File: src/rtl/uart_tx_sched.sv
`default_nettype none
// ============================================================================
// Module   : uart_tx_sched
// Purpose  : Round-robin scheduler sharing one UART transmitter among
//            NUM_REQ byte sources. Each accepted byte produces one tx_start
//            pulse. The next byte is launched only after the transmitter's
//            tx_busy has risen and fallen again. Optional message locking
//            keeps a multi-byte message contiguous, with a burst limit that
//            forces rotation.
// Ports    : clk, reset       - clock, asynchronous active-high reset
//            req_valid/data/last/ready - per-requester byte handshake
//                               (req_ready is combinational and one-hot)
//            tx_start, tx_data - registered launch pulse and byte to the UART
//            tx_busy          - transmitter busy flag
//            grant_id, locked - owner of the last accepted byte, lock flag
//            err_timeout      - one-cycle pulse when tx_busy never rose
//            sched_idle       - IDLE state with no lock held
// Revision : 1.0 - initial release
// ============================================================================
module uart_tx_sched #(
    parameter int NUM_REQ     = 4,
    parameter int MAX_BURST   = 16,
    parameter int ACK_TIMEOUT = 15
) (
    input  logic                       clk,
    input  logic                       reset,
    input  logic [NUM_REQ-1:0]         req_valid,
    input  logic [8*NUM_REQ-1:0]       req_data,
    input  logic [NUM_REQ-1:0]         req_last,
    output logic [NUM_REQ-1:0]         req_ready,
    output logic                       tx_start,
    output logic [7:0]                 tx_data,
    input  logic                       tx_busy,
    output logic [$clog2(NUM_REQ)-1:0] grant_id,
    output logic                       locked,
    output logic                       err_timeout,
    output logic                       sched_idle
);

    localparam int c_ID_W  = $clog2(NUM_REQ);
    // The counter only needs to reach ACK_TIMEOUT-1: the timeout fires on
    // the cycle the incremented value would equal ACK_TIMEOUT.
    localparam int c_CNT_W = (ACK_TIMEOUT < 2) ? 1 : $clog2(ACK_TIMEOUT);

    typedef enum logic [1:0] {
        S_IDLE    = 2'd0,
        S_LAUNCH  = 2'd1,
        S_WAIT_HI = 2'd2,
        S_WAIT_LO = 2'd3
    } state_t;

    state_t              r_state;
    logic [c_ID_W-1:0]   r_ptr;
    logic [c_ID_W-1:0]   r_grant;
    logic                r_locked;
    logic [7:0]          r_burst;
    logic [c_CNT_W-1:0]  r_cnt;
    logic                r_tx_start;
    logic [7:0]          r_tx_data;
    logic                r_err;

    logic [c_ID_W-1:0]   w_sel;
    logic [c_ID_W-1:0]   w_idx;
    logic                w_found;
    logic                w_go;
    logic [7:0]          w_byte;
    logic [7:0]          w_burst_inc;
    logic                w_release;

    // Arbitration: a held lock restricts eligibility to its owner; otherwise
    // search ptr+1, ptr+2, ... The loop runs from the farthest offset down so
    // the nearest valid requester is the one that sticks.
    always_comb begin
        w_sel   = r_grant;
        w_idx   = '0;
        w_found = 1'b0;
        if (r_locked) begin
            w_found = req_valid[r_grant];
        end else begin
            for (int k = NUM_REQ; k >= 1; k--) begin
                w_idx = c_ID_W'((int'(r_ptr) + k) % NUM_REQ);
                if (req_valid[w_idx]) begin
                    w_sel   = w_idx;
                    w_found = 1'b1;
                end
            end
        end
    end

    always_comb begin
        w_byte = 8'h00;
        for (int i = 0; i < NUM_REQ; i++) begin
            if (w_sel == c_ID_W'(i)) begin
                w_byte = req_data[8*i +: 8];
            end
        end
    end

    assign w_go        = (r_state == S_IDLE) && !tx_busy && w_found;
    assign w_burst_inc = (r_burst >= 8'(MAX_BURST)) ? r_burst : r_burst + 8'd1;
    assign w_release   = req_last[w_sel] || (w_burst_inc == 8'(MAX_BURST));

    // Gated by reset so the strobe drops in the very cycle reset is applied.
    assign req_ready   = (w_go && !reset) ?
                         ({{(NUM_REQ-1){1'b0}}, 1'b1} << w_sel) : '0;

    always_ff @(posedge clk or posedge reset) begin
        if (reset) begin
            r_state    <= S_IDLE;
            r_ptr      <= c_ID_W'(NUM_REQ - 1);
            r_grant    <= '0;
            r_locked   <= 1'b0;
            r_burst    <= 8'd0;
            r_cnt      <= '0;
            r_tx_start <= 1'b0;
            r_tx_data  <= 8'h00;
            r_err      <= 1'b0;
        end else begin
            r_tx_start <= 1'b0;
            r_err      <= 1'b0;
            case (r_state)
                S_IDLE: begin
                    if (w_go) begin
                        r_tx_data  <= w_byte;
                        r_grant    <= w_sel;
                        r_ptr      <= w_sel;
                        r_tx_start <= 1'b1;
                        r_state    <= S_LAUNCH;
                        if (w_release) begin
                            r_locked <= 1'b0;
                            r_burst  <= 8'd0;
                        end else begin
                            r_locked <= 1'b1;
                            r_burst  <= w_burst_inc;
                        end
                    end
                end
                S_LAUNCH: begin
                    r_cnt   <= '0;
                    r_state <= S_WAIT_HI;
                end
                S_WAIT_HI: begin
                    if (tx_busy) begin
                        r_state <= S_WAIT_LO;
                    end else if (r_cnt == c_CNT_W'(ACK_TIMEOUT - 1)) begin
                        // Transmitter never acknowledged: drop any lock so a
                        // stuck message cannot starve the other requesters.
                        r_err    <= 1'b1;
                        r_locked <= 1'b0;
                        r_burst  <= 8'd0;
                        r_state  <= S_IDLE;
                    end else begin
                        r_cnt <= r_cnt + 1'b1;
                    end
                end
                S_WAIT_LO: begin
                    if (!tx_busy) begin
                        r_state <= S_IDLE;
                    end
                end
                default: r_state <= S_IDLE;
            endcase
        end
    end

    assign tx_start    = r_tx_start;
    assign tx_data     = r_tx_data;
    assign grant_id    = r_grant;
    assign locked      = r_locked;
    assign err_timeout = r_err;
    assign sched_idle  = (r_state == S_IDLE) && !r_locked;

endmodule
`default_nettype wire

File: config.mk
export PLATFORM = sky130hd
export DESIGN_NAME = uart_tx_sched
export DESIGN_NICKNAME = d
export VERILOG_FILES = /design/src/rtl/uart_tx_sched.sv
export SDC_FILE = /design/constraint.sdc
export NUM_CORES = 1
export LEC_CHECK = 0
export BUFFER_PORTS_ARGS = -buffer_cell sky130_fd_sc_hd__buf_2
export CAP_MARGIN = 25
export CORE_MARGIN = 2
export CORE_UTILIZATION = 47
export CTS_CLUSTER_DIAMETER = 100
export DETAILED_ROUTE_END_ITERATION = 8
export GPL_TIMING_DRIVEN = 0
export PLACE_DENSITY = 0.88
export SLEW_MARGIN = 20
export SYNTH_ARGS = -nofsm -noshare
export SYNTH_HDL_FRONTEND = slang
export SYNTH_SLANG_ARGS = --single-unit
File: constraint.sdc
create_clock -name clk -period 2.2 [get_ports clk]
set_input_delay 0 -clock clk [delete_from_list [all_inputs] [get_ports clk]]
set_output_delay 0 -clock clk [all_outputs]
set_load 0.02 [all_outputs]
# Word-level counts from Yosys, hierarchy flattened
# Cells that the tools add are included.
# word_totals
ff_bits	29
inputBits	43
output_inout_bits	18
elab_cells	104
# op_classes
n_addsub	6
magnitude_cmp	7
n_eq_ne	14
shifts	1
n_mux	51
reduce_logical	16
# ops
operator	n
$mux 8	9
$mux 1	20
$lt 2x3->1 const B	6
$mux 2	9
$pmux 8 s2	1
$bmux 1 s2	6
$mux 4	3
$ne 2x2->1 const B	5
$add 8x1->8 const B	1
$eq 2x2->1 const B	4
$eq 8x5->1 const B	1
$ge 8x5->1 const B	1
$pmux 2 s4	1
$pmux 4 s2	1
$reduce_and 3->1	2
$add 2x1->2 const B	2
$add 2x2->2 const B	2
$add 4x1->4 const B	1
$eq 2x1->1 const B	2
$eq 4x4->1 const B	1
$logic_and 1x1->1	4
$logic_not 2->1	2
$reduce_and 4->1	1
$reduce_bool 2->1	2
6 further kinds	8

# Logic depth before layout (Yosys ltp)
# Gate-level depths: netlist of the first run.
# logic_depth
ltp_word	14
ltp_mapped	8
mapped_depth_nobuf	7

# Least setup slack after synthesis of the first run
# No wires, ideal clock.
# synth_path
kind	register -> output
start	register r_ptr[0]
end	output req_ready[1]
t_arrival_ns	2.467
t_required_ns	2.200
slack_ns	-0.267
path_stages_with_launch	6
n_path_buf	1
path_cell_list	dfstp_2 > mux2i_1 > o21ai_0 > o41ai_2 > buf_2 > nor4b_1
# synth_between
elab_chain_len	11
elab_cells_between_ends	26
classes_between	add/sub (4); shift (1); mux (19); reduce/logical (2)
# synth_lines
item	line_no	source
from (decl)	53	logic [c_ID_W-1:0] r_ptr;
from (signal assigned)	110	r_ptr <= c_ID_W'(NUM_REQ - 1);
from (signal assigned)	126	r_ptr <= w_sel;
$add 2x1->2	81	w_idx = c_ID_W'((int'(r_ptr) + k) % NUM_REQ);
$bmux 1 s2	82	if (req_valid[w_idx]) begin
$mux 1 (implied by the code)	82	
$mux 1 (4 in series)	82	
$mux 1	77	if (r_locked) begin
$logic_and 1x1->1	99	assign w_go = (r_state == S_IDLE) && !tx_busy && w_found;
$logic_and 1x1->1	104	assign req_ready = (w_go && !reset) ?
$mux 4 *	104	
to (decl)	30	output logic [NUM_REQ-1:0] req_ready,
# Every way passes the cells marked *; elsewhere a longest branch is shown, timed or not. The select of a mux whose other input is x is not followed.

# Worst setup path in the final report of the first run
# layout_path
start	register r_ptr[1]
end	register r_burst[1]
# layout_between
elab_chain_len	14
elab_cells_between_ends	31
classes_between	add/sub (4); eq/ne (1); mux (23); reduce/logical (3)
# layout_lines
item	line_no	source
$add 2x1->2	81	
$bmux 1 s2	82	
$mux 1 (implied by the code)	82	
$mux 2 (4 in series)	82	
$mux 2	77	
$bmux 1 s2	101	assign w_release = req_last[w_sel] || (w_burst_inc == 8'(MAX_BURST));
$mux 1 (implied by the code)	101	
$logic_or 1x1->1	101	
$mux 8	129	if (w_release) begin
$mux 8	123	if (w_go) begin
$pmux 8 s2	121	case (r_state)
to (signal assigned)	134	r_burst <= w_burst_inc;
to (decl)	56	logic [7:0] r_burst;
# Parallel ways exist; a longest one is shown, timed or not. The select of a mux whose other input is x is not followed.
# A chain may end at the register's enable or synchronous reset.

==> metrics, run 1 <==
Worst Hold Path EP tx_data[6]$_DFFE_PP0P_; # H-tree levels 2; DRT antenna net count 0; Slew Limit Fails 0; final number of hold-violating endpoints 0; HP Start req_data[30]; Starting Density 0.498; Ys Warns 0; drt wl/cell 20.1 um; port bufs 60; Post-Syn Instances 215; Die Span X 69.6 um; Worst-path clk slew 0.07 ns; Power Density 1450 nW/um^2; die area 4840 um^2; Final period util 1.12; worst flop-to-flop path startpoint r_ptr[1]$_DFFE_PP1P_; Worst Slack Setup Final -0.255 ns; DRC 0; final period demand of the worst path 2.46 ns; register area share after synthesis 0.361; first-pass GRT wire length 9930 um; Tightest Pin Transition 0.794 ns; Syn Nets 262; Post-synth ARST share 1.00; Crit. End Element register; setup_tns -3.34 ns; Worst Path Required 2.39 ns; Hold Crit Class in -> reg; Pleak 1.42 nW; top-count cell post-synth dfrtp_1; DRT iter0 DRCs 187; remaining global-route overflow 0; Placement Cell Area 2410 um^2; max_slew headroom 0.466; ANT cells 0; RD Place Congestion 0.859; Inserted Clock Buffers 5; Detailed Routing Iterations Pass 1 5; Peak Freq 407 MHz; status finished with violations; Post-synth EDFFs 0; hold path cells 4; TritonCTS Sinks 29; DP HPWL 3790 um; Startpoint Class register; fin area 2960 um^2; Netlist Area Pre-Place 2020 um^2; arrival time at the worst endpoint 2.64 ns; io pins 61; post-synth top area share 0.335; proportion of layout cells with a drive suffix above 1 0.446; Synth top cells by count dfrtp_1 (27), nand2_1 (25), mux2i_1 (18); RR Endpoint r_burst[1]$_DFFE_PP0P_; VDD IR-drop max 0.652 mV; failing checks setup timing; Clock Latency Late Sink 0.28 ns; #FFs+latches synth 29; Bufs on Longest Clock Path 2; top post-synthesis cells by area dfrtp_1 (33%), mux2i_1 (8.9%), nand2_1 (4.6%); area leader, netlist dfrtp_1; Clock Tree Root clkbuf_8; peak fanout along the critical path 8; GRT Total Usage 0.257; final setup violating endpoints 21; Clock Skews 0.0124 ns; vias 2,196; library cells used by synthesis 51; largest net degree at the start of global routing 17; beginning of the critical path r_ptr[1]$_DFFE_PP1P_; vias per cell 6.19; CTS tree done; Routed Wire Length 7150 um; initial antenna violation count 0; area growth from synthesis to layout 46.4%; Max Cap Viol 0; r2r setup slk -0.26 ns; core footprint 4060 um^2; ys flop type dfrtp_1; path depth of the worst reg2reg path 8; critical path type reg -> reg; vias in the first global route 2,057; RSZ-0062 raised after global routing yes; FP Rows 23; NumNets Final 351; Die Y 69.6 um; Avg Cell Area, Syn 9.39 um^2
sequential cells by signal (all words and copies together), names as in the netlist:
name / cells
tx_start: 1
r_burst: 8
grant_id: 2
err_timeout: 1
r_cnt: 4
r_state: 2
tx_data: 8
r_ptr: 2
locked: 1
critical path, cell delays in order, from the launching register on:
cell and delay [ns]:
dfstp_2 0.56, buf_6 0.14, or3b_4 0.42, o211ai_1 0.27
nor4_2 0.11, nor4_4 0.33, buf_4 0.18, o2111ai_1 0.18
o211ai_1 0.17
area by class of cell:
cell class	instances	area [um^2]
clock buffers	8	90.1
well taps	50	62.6
plain buffers	10	81.3
fillers	255	1100
multi-input cells	162	1390
flip-flops and latches	29	728
repair buffers	82	549
inverters	14	52.6
how the worst max path moves through the flow:
stage                                         to  slack (ns)  cells past startpoint
after floorplan           tx_data[0]$_DFFE_PP0P_        0.02                      6
after global placement    tx_data[0]$_DFFE_PP0P_       -0.31                      6
after detailed placement  tx_data[0]$_DFFE_PP0P_       -0.37                      6
after CTS                 r_burst[3]$_DFFE_PP0P_       -0.03                      8
after global routing      r_burst[1]$_DFFE_PP0P_       -0.33                     10
final                     r_burst[1]$_DFFE_PP0P_       -0.26                      8
kinds of logic (layout without fill, tap and decap cells):
family                   Yosys count  after routing  share of synthesized area
AO/OA/AOI/OAI                     62             62                      0.221
adder cells (fa/ha/maj)            4              4                     0.0248
buffers and inverters             24            114                     0.0545
flip-flops                        29             29                      0.361
multiplexers                      27             27                      0.145
AND/OR/NAND/NOR                   69             69                      0.195
stage by stage:
| step | setup WS (ns) | instances | hold slack (ns) | power, mW | util |
|---|---|---|---|---|---|
| floorplan | 0.0200 | 215 | 0.0527 | 2.30 | - |
| global placement | -0.306 | 325 | 0.297 | 2.67 | 0.591 |
| detailed placement | -0.372 | 326 | 0.132 | 2.74 | 0.595 |
| CTS | -0.0260 | 352 | 0.156 | 3.80 | 0.690 |
| global route | -0.334 | 355 | 0.182 | 4.47 | 0.729 |
| finish | -0.255 | 355 | 0.172 | 4.28 | 0.729 |
what timing repair did:
item / in CTS / in global routing
buffers inserted: 16 / 3
setup endpoints to repair: 24 / 22
endpoints found under the hold margin: 13 / 0
cloned: 0 / 1
gates resized for setup: 30 / 28
pin swaps: 11 / 11
hold buffers: 2 / 0
power by group:
group / total [mW] / internal, mW / switching [mW]
logic: 2.91 / 1.42 / 1.49
clock network: 0.455 / 0.255 / 0.200
registers: 0.921 / 0.723 / 0.198
cells in the final DEF (no fill, tap or decap), types with 3 or more instances in the layout:
cell type / Yosys / layout
buf_2: 1 / 56
dfrtp_1: 27 / 27
nand2_1: 25 / 25
buf_4: 1 / 16
inv_1: 14 / 14
mux2i_1: 18 / 14
buf_6: 2 / 8
a21oi_1: 9 / 8
nor3_1: 7 / 7
o21ai_2: 1 / 7
o211ai_1: 6 / 6
nor2_1: 6 / 6
clkbuf_8: 0 / 6
clkbuf_1: 5 / 5
nand3_1: 5 / 5
mux2_2: 8 / 4
o21ai_1: 9 / 4
mux2_4: 0 / 4
o21ai_0: 7 / 4
a21o_1: 4 / 4
ha_1: 4 / 4
nor4_1: 6 / 3
mux2i_4: 0 / 3
buf_12: 0 / 3
o22ai_1: 4 / 3
nor4b_4: 1 / 3
or3_1: 3 / 3
a21boi_1: 3 / 3
layer usage:
metal  GRT usage  part of all wire
met1       0.306              0.37
met2       0.448              0.54
met3      0.0509             0.050
met4       0.111             0.037
met5           0                 0
(Power assumes the default switching activity.)
==> inputs of run 2 (changes only) <==
CELL_PAD_IN_SITES_DETAIL_PLACEMENT = 0   (was not set)
CELL_PAD_IN_SITES_GLOBAL_PLACEMENT = 1   (was not set)
CORE_UTILIZATION = 35   (was 47)
==> metrics, run 2 (synthesized netlist as in run 1, its figures left out) <==
Tightest Pin Transition 0.773 ns; DRT antenna net count 0; cell total after placement 347; most common cell after layout, fill and taps aside buf_2; final setup violating endpoints 8; final period demand of the worst path 2.25 ns; sequential share of power 0.222; Die Span X 80.0 um; top cell family by delay on the critical path compound AO/OA/AOI/OAI gates; Clock Latency Late Sink 0.29 ns; Pleak 1.40 nW; final number of hold-violating endpoints 0; proportion of layout cells with a drive suffix above 1 0.428; FP Rows 27; status finished with violations; Worst Slack Setup Final -0.0507 ns; Peak Freq 444 MHz; Detailed Routing Iterations Pass 1 4; remaining global-route overflow 0; RSZ-0062 raised after global routing yes; DRC 0; VDD IR-drop max 0.666 mV; clock power share 0.163; Sw Share 0.404; Routed Wire Length 5140 um; post-layout util 0.522; Sequential Area 729 um^2; initial antenna violation count 0; Power Density 1400 nW/um^2; Die Y 80.0 um; Worst-path clk slew 0.07 ns; io pins 61; critical path type reg -> out; Multi-input gate area 1340 um^2; TritonCTS Sinks 29; die area 6390 um^2; Bufs on Longest Clock Path 2; Combinational Power Share 0.614; most frequent cells in the layout buf_2 (57), dfrtp_1 (26), nand2_1 (25); Max Cap Viol 0; arrival time at the worst endpoint 2.25 ns; first-pass GRT wire length 8260 um; Clock Tree Root clkbuf_8; Hold Crit Class in -> reg; NumNets Final 345; RD Place Congestion 0.826; failing checks setup timing; DP HPWL 3640 um; Int Pwr 2.41 mW; Crit. End Element output port; total power draw 4.03 mW; Clock Skews 0.00681 ns; peak fanout along the critical path 8; switching power 1.63 mW; CP bufs+invs 3; Final period util 1.02; fill count 507; # H-tree levels 2; vias in the first global route 1,796; ANT cells 0; drt wl/cell 13.9 um; Slew Limit Fails 0; area growth from synthesis to layout 43.2%; Worst Path Required 2.20 ns; Startpoint Class register; Inserted Clock Buffers 5; largest net degree at the start of global routing 31; port bufs 60; vias 1,945; Critical Path Most Common Cell buf_6; Max stage delay on crit path 0.53 ns; core footprint 5540 um^2; Crit-path slowest cell dfstp_2; Starting Density 0.364; final cell count without fillers 371; GRT Total Usage 0.164; setup_tns -0.188 ns; DRT iter0 DRCs 102; worst path cell trace buf_6 -> nor2b_1 -> o21a_2 -> o41ai_4 -> buf_6 -> nor4b_4 -> buf_4; CTS tree done; vias per cell 5.24; max_slew headroom 0.480
-- run 2: changes by cell type in the layout (fill, tap and decap cells not counted), moves of 2 or more --
| cell | delta |
|---|---|
| nor4_1 | +3 |
| clkbuf_1 | -2 |
| buf_4 | -5 |
| mux2i_1 | +2 |
| bufinv_16 | +2 |
| nor4_2 | -2 |
-- run 2: metrics by stage --
step / hold WS [ns] / instance area (um^2) / setup slack, ns
detailed placement: 0.156 / 2420 / -0.370
global route: 0.167 / 2890 / -0.153
floorplan: 0.0527 / 2030 / 0.0200
CTS: 0.154 / 2800 / -0.0270
global placement: 0.306 / 2420 / -0.316
finish: 0.160 / 2890 / -0.0507
-- run 2: power groups by stage --
stage	logic (mW)	registers, mW	clock network [mW]
floorplan	1.31	0.984	0
global placement	1.80	0.899	0
detailed placement	1.83	0.906	0
CTS	2.29	0.898	0.672
global route	2.69	0.928	0.694
finish	2.48	0.898	0.660
-- run 2: layout make-up --
class | count | share of cell area
plain buffers | 9 | 0.0212
clock buffers | 5 | 0.0238
clock inverters | 3 | 0.0225
inverters | 14 | 0.0182
multi-input cells | 162 | 0.462
flip-flops and latches | 29 | 0.252
well taps | 72 | 0.0312
repair buffers | 77 | 0.169
-- run 2: path summary, 6_finish.rpt --
path                                        start                       to  slack, ns  cells after the start
max                          r_ptr[1]$_DFFE_PP1P_             req_ready[1]      -0.05                      7
min                                  req_data[27]   tx_data[3]$_DFFE_PP0P_       0.16                      4
max reg2reg                  r_ptr[1]$_DFFE_PP1P_   tx_data[7]$_DFFE_PP0P_      -0.03                      8
min reg2reg                tx_data[0]$_DFFE_PP0P_   tx_data[0]$_DFFE_PP0P_       0.47                      2
max in group asynchronous                   reset  grant_id[0]$_DFFE_PP0P_       1.36                      3
min in group asynchronous                   reset       tx_start$_DFF_PP0_       0.40                      3
-- run 2: worst min-delay path: stages --
cell and delay [ns]:
buf_2 0.10, mux2i_1 0.11, mux2_2 0.16, o21ai_1 0.05
-- run 2: timing repair --
item                       CTS  global route
setup endpoints to repair   24            22
pin swaps                    7             2
hold buffers                 2             0
hold endpoints to repair    28             0
buffers inserted            14             1
gates resized for setup     24            22
-- run 2: routing by layer --
metal  vias up  part of all wire  global-route usage
met5         -                 0                   0
met4         0             0.012              0.0508
met3         5             0.042              0.0385
met2        45              0.50               0.273
met1       918              0.44               0.209
li1        977                 -                   -
==> inputs of run 3 (changes only) <==
CORE_MARGIN = 10   (was 2)
==> metrics, run 3 (synthesized netlist as in run 1, its figures left out) <==
Crit-path slowest cell dfstp_2; Pleak 1.39 nW; most frequent cells in the layout buf_2 (56), dfrtp_1 (26), nand2_1 (25); Crit. End Element output port; Routed Wire Length 5750 um; Hold Crit Class in -> reg; Inserted Clock Buffers 5; core footprint 5540 um^2; die area 9210 um^2; Max Cap Viol 0; Bufs on Longest Clock Path 2; vias 1,970; worst path cell trace buf_6 -> or3b_4 -> o21ai_4 -> o41ai_4 -> buf_6 -> nor4b_2 -> buf_4; Critical Path Most Common Cell buf_6; max_slew headroom 0.484; NumNets Final 347; DRT antenna net count 0; Detailed Routing Iterations Pass 1 4; VDD IR-drop max 0.713 mV; critical path type reg -> out; FP Rows 27; final number of hold-violating endpoints 0; Tightest Pin Transition 0.766 ns; r2r setup slk 0.02 ns; first-pass GRT wire length 9090 um; GRT Total Usage 0.121; Final period util 1.02; Starting Density 0.364; Die Span X 96.0 um; Clock Skews 0.00582 ns; RSZ-0062 raised after global routing yes; DRT iter0 DRCs 78; most common cell after layout, fill and taps aside buf_2; DP HPWL 4190 um; Clock Tree Root clkbuf_8; largest net degree at the start of global routing 31; Startpoint Class register; Worst-path clk slew 0.07 ns; Max stage delay on crit path 0.54 ns; Die Y 96.0 um; failing checks setup timing; # H-tree levels 2; CTS tree done; status finished with violations; Worst Slack Setup Final -0.0477 ns; WHS 0.0111 ns; Slew Limit Fails 0; initial antenna violation count 0; Clock Latency Late Sink 0.28 ns; vias per cell 5.28; DRC 0; peak fanout along the critical path 8; Placement Cell Area 2420 um^2; io pins 61; ANT cells 0; final setup violating endpoints 1; Peak Freq 445 MHz; Worst Path Required 2.20 ns; drt wl/cell 15.4 um; area growth from synthesis to layout 43.1%; Place WS -0.333 ns; port bufs 60; setup_tns -0.0477 ns; final period demand of the worst path 2.25 ns; remaining global-route overflow 0; arrival time at the worst endpoint 2.25 ns; proportion of layout cells with a drive suffix above 1 0.435; Power Density 1380 nW/um^2; RD Place Congestion 0.876; post-layout util 0.522; vias in the first global route 1,962; TritonCTS Sinks 29; fin area 2890 um^2
==> run 3: layout make-up <==
cell class / count / area [um^2]
multi-input combinational: 162 / 1330
clock inverter: 3 / 65.1
inverter: 14 / 52.6
buffer: 9 / 67.6
sequential: 29 / 729
fill: 505 / 2650
clock buffer: 5 / 68.8
tap: 72 / 90.1
timing repair buffer: 79 / 490
==> run 3: critical path, delay by kind of cell (launching register included) <==
family,cells,cell delay [ns]
AND/OR/NAND/NOR,2,0.65
flip-flops,1,0.54
buffers and inverters,3,0.49
AO/OA/AOI/OAI,2,0.29
==> run 3: path summary, 6_finish.rpt <==
path | cells after the start | start | to
worst min register to register | 2 | tx_data[5]$_DFFE_PP0P_ | tx_data[5]$_DFFE_PP0P_
max in group asynchronous | 3 | reset | grant_id[0]$_DFFE_PP0P_
worst max register to register | 7 | r_ptr[0]$_DFFE_PP1P_ | tx_data[0]$_DFFE_PP0P_
worst max-delay path | 7 | r_ptr[1]$_DFFE_PP1P_ | req_ready[2]
min in group asynchronous | 3 | reset | tx_data[4]$_DFFE_PP0P_
worst min-delay path | 3 | tx_busy | r_state[0]$_DFFE_PP0P_
==> run 3: per-stage QoR <==
| stage | cells | total power [mW] |
|---|---|---|
| final | 373 | 3.98 |
| after global routing | 373 | 4.26 |
| after CTS | 369 | 3.83 |
| after detailed placement | 347 | 2.75 |
| after global placement | 347 | 2.71 |
| after floorplan | 215 | 2.30 |
==> run 3: where the power goes <==
group          leakage, nW  switching, mW  internal, mW
Clock               0.0681          0.202         0.450
Sequential           0.370          0.173         0.724
Combinational        0.949           1.23          1.20
==> run 3: metal layers <==
metal	global-route usage	up-vias	wire length [um]
li1	-	981	-
met1	0.140	936	2380
met2	0.210	42	2850
met3	0.0304	11	377
met4	0.0467	0	132
met5	0	-	0
==> run 3: what timing repair did <==
action	4_1_cts	5_1_grt
hold buffers	1	0
setup buffers	14	3
gates resized for setup	25	21
pin swaps	9	13
cloned	0	1
endpoints found under the setup margin	24	22
hold endpoints to repair	27	0
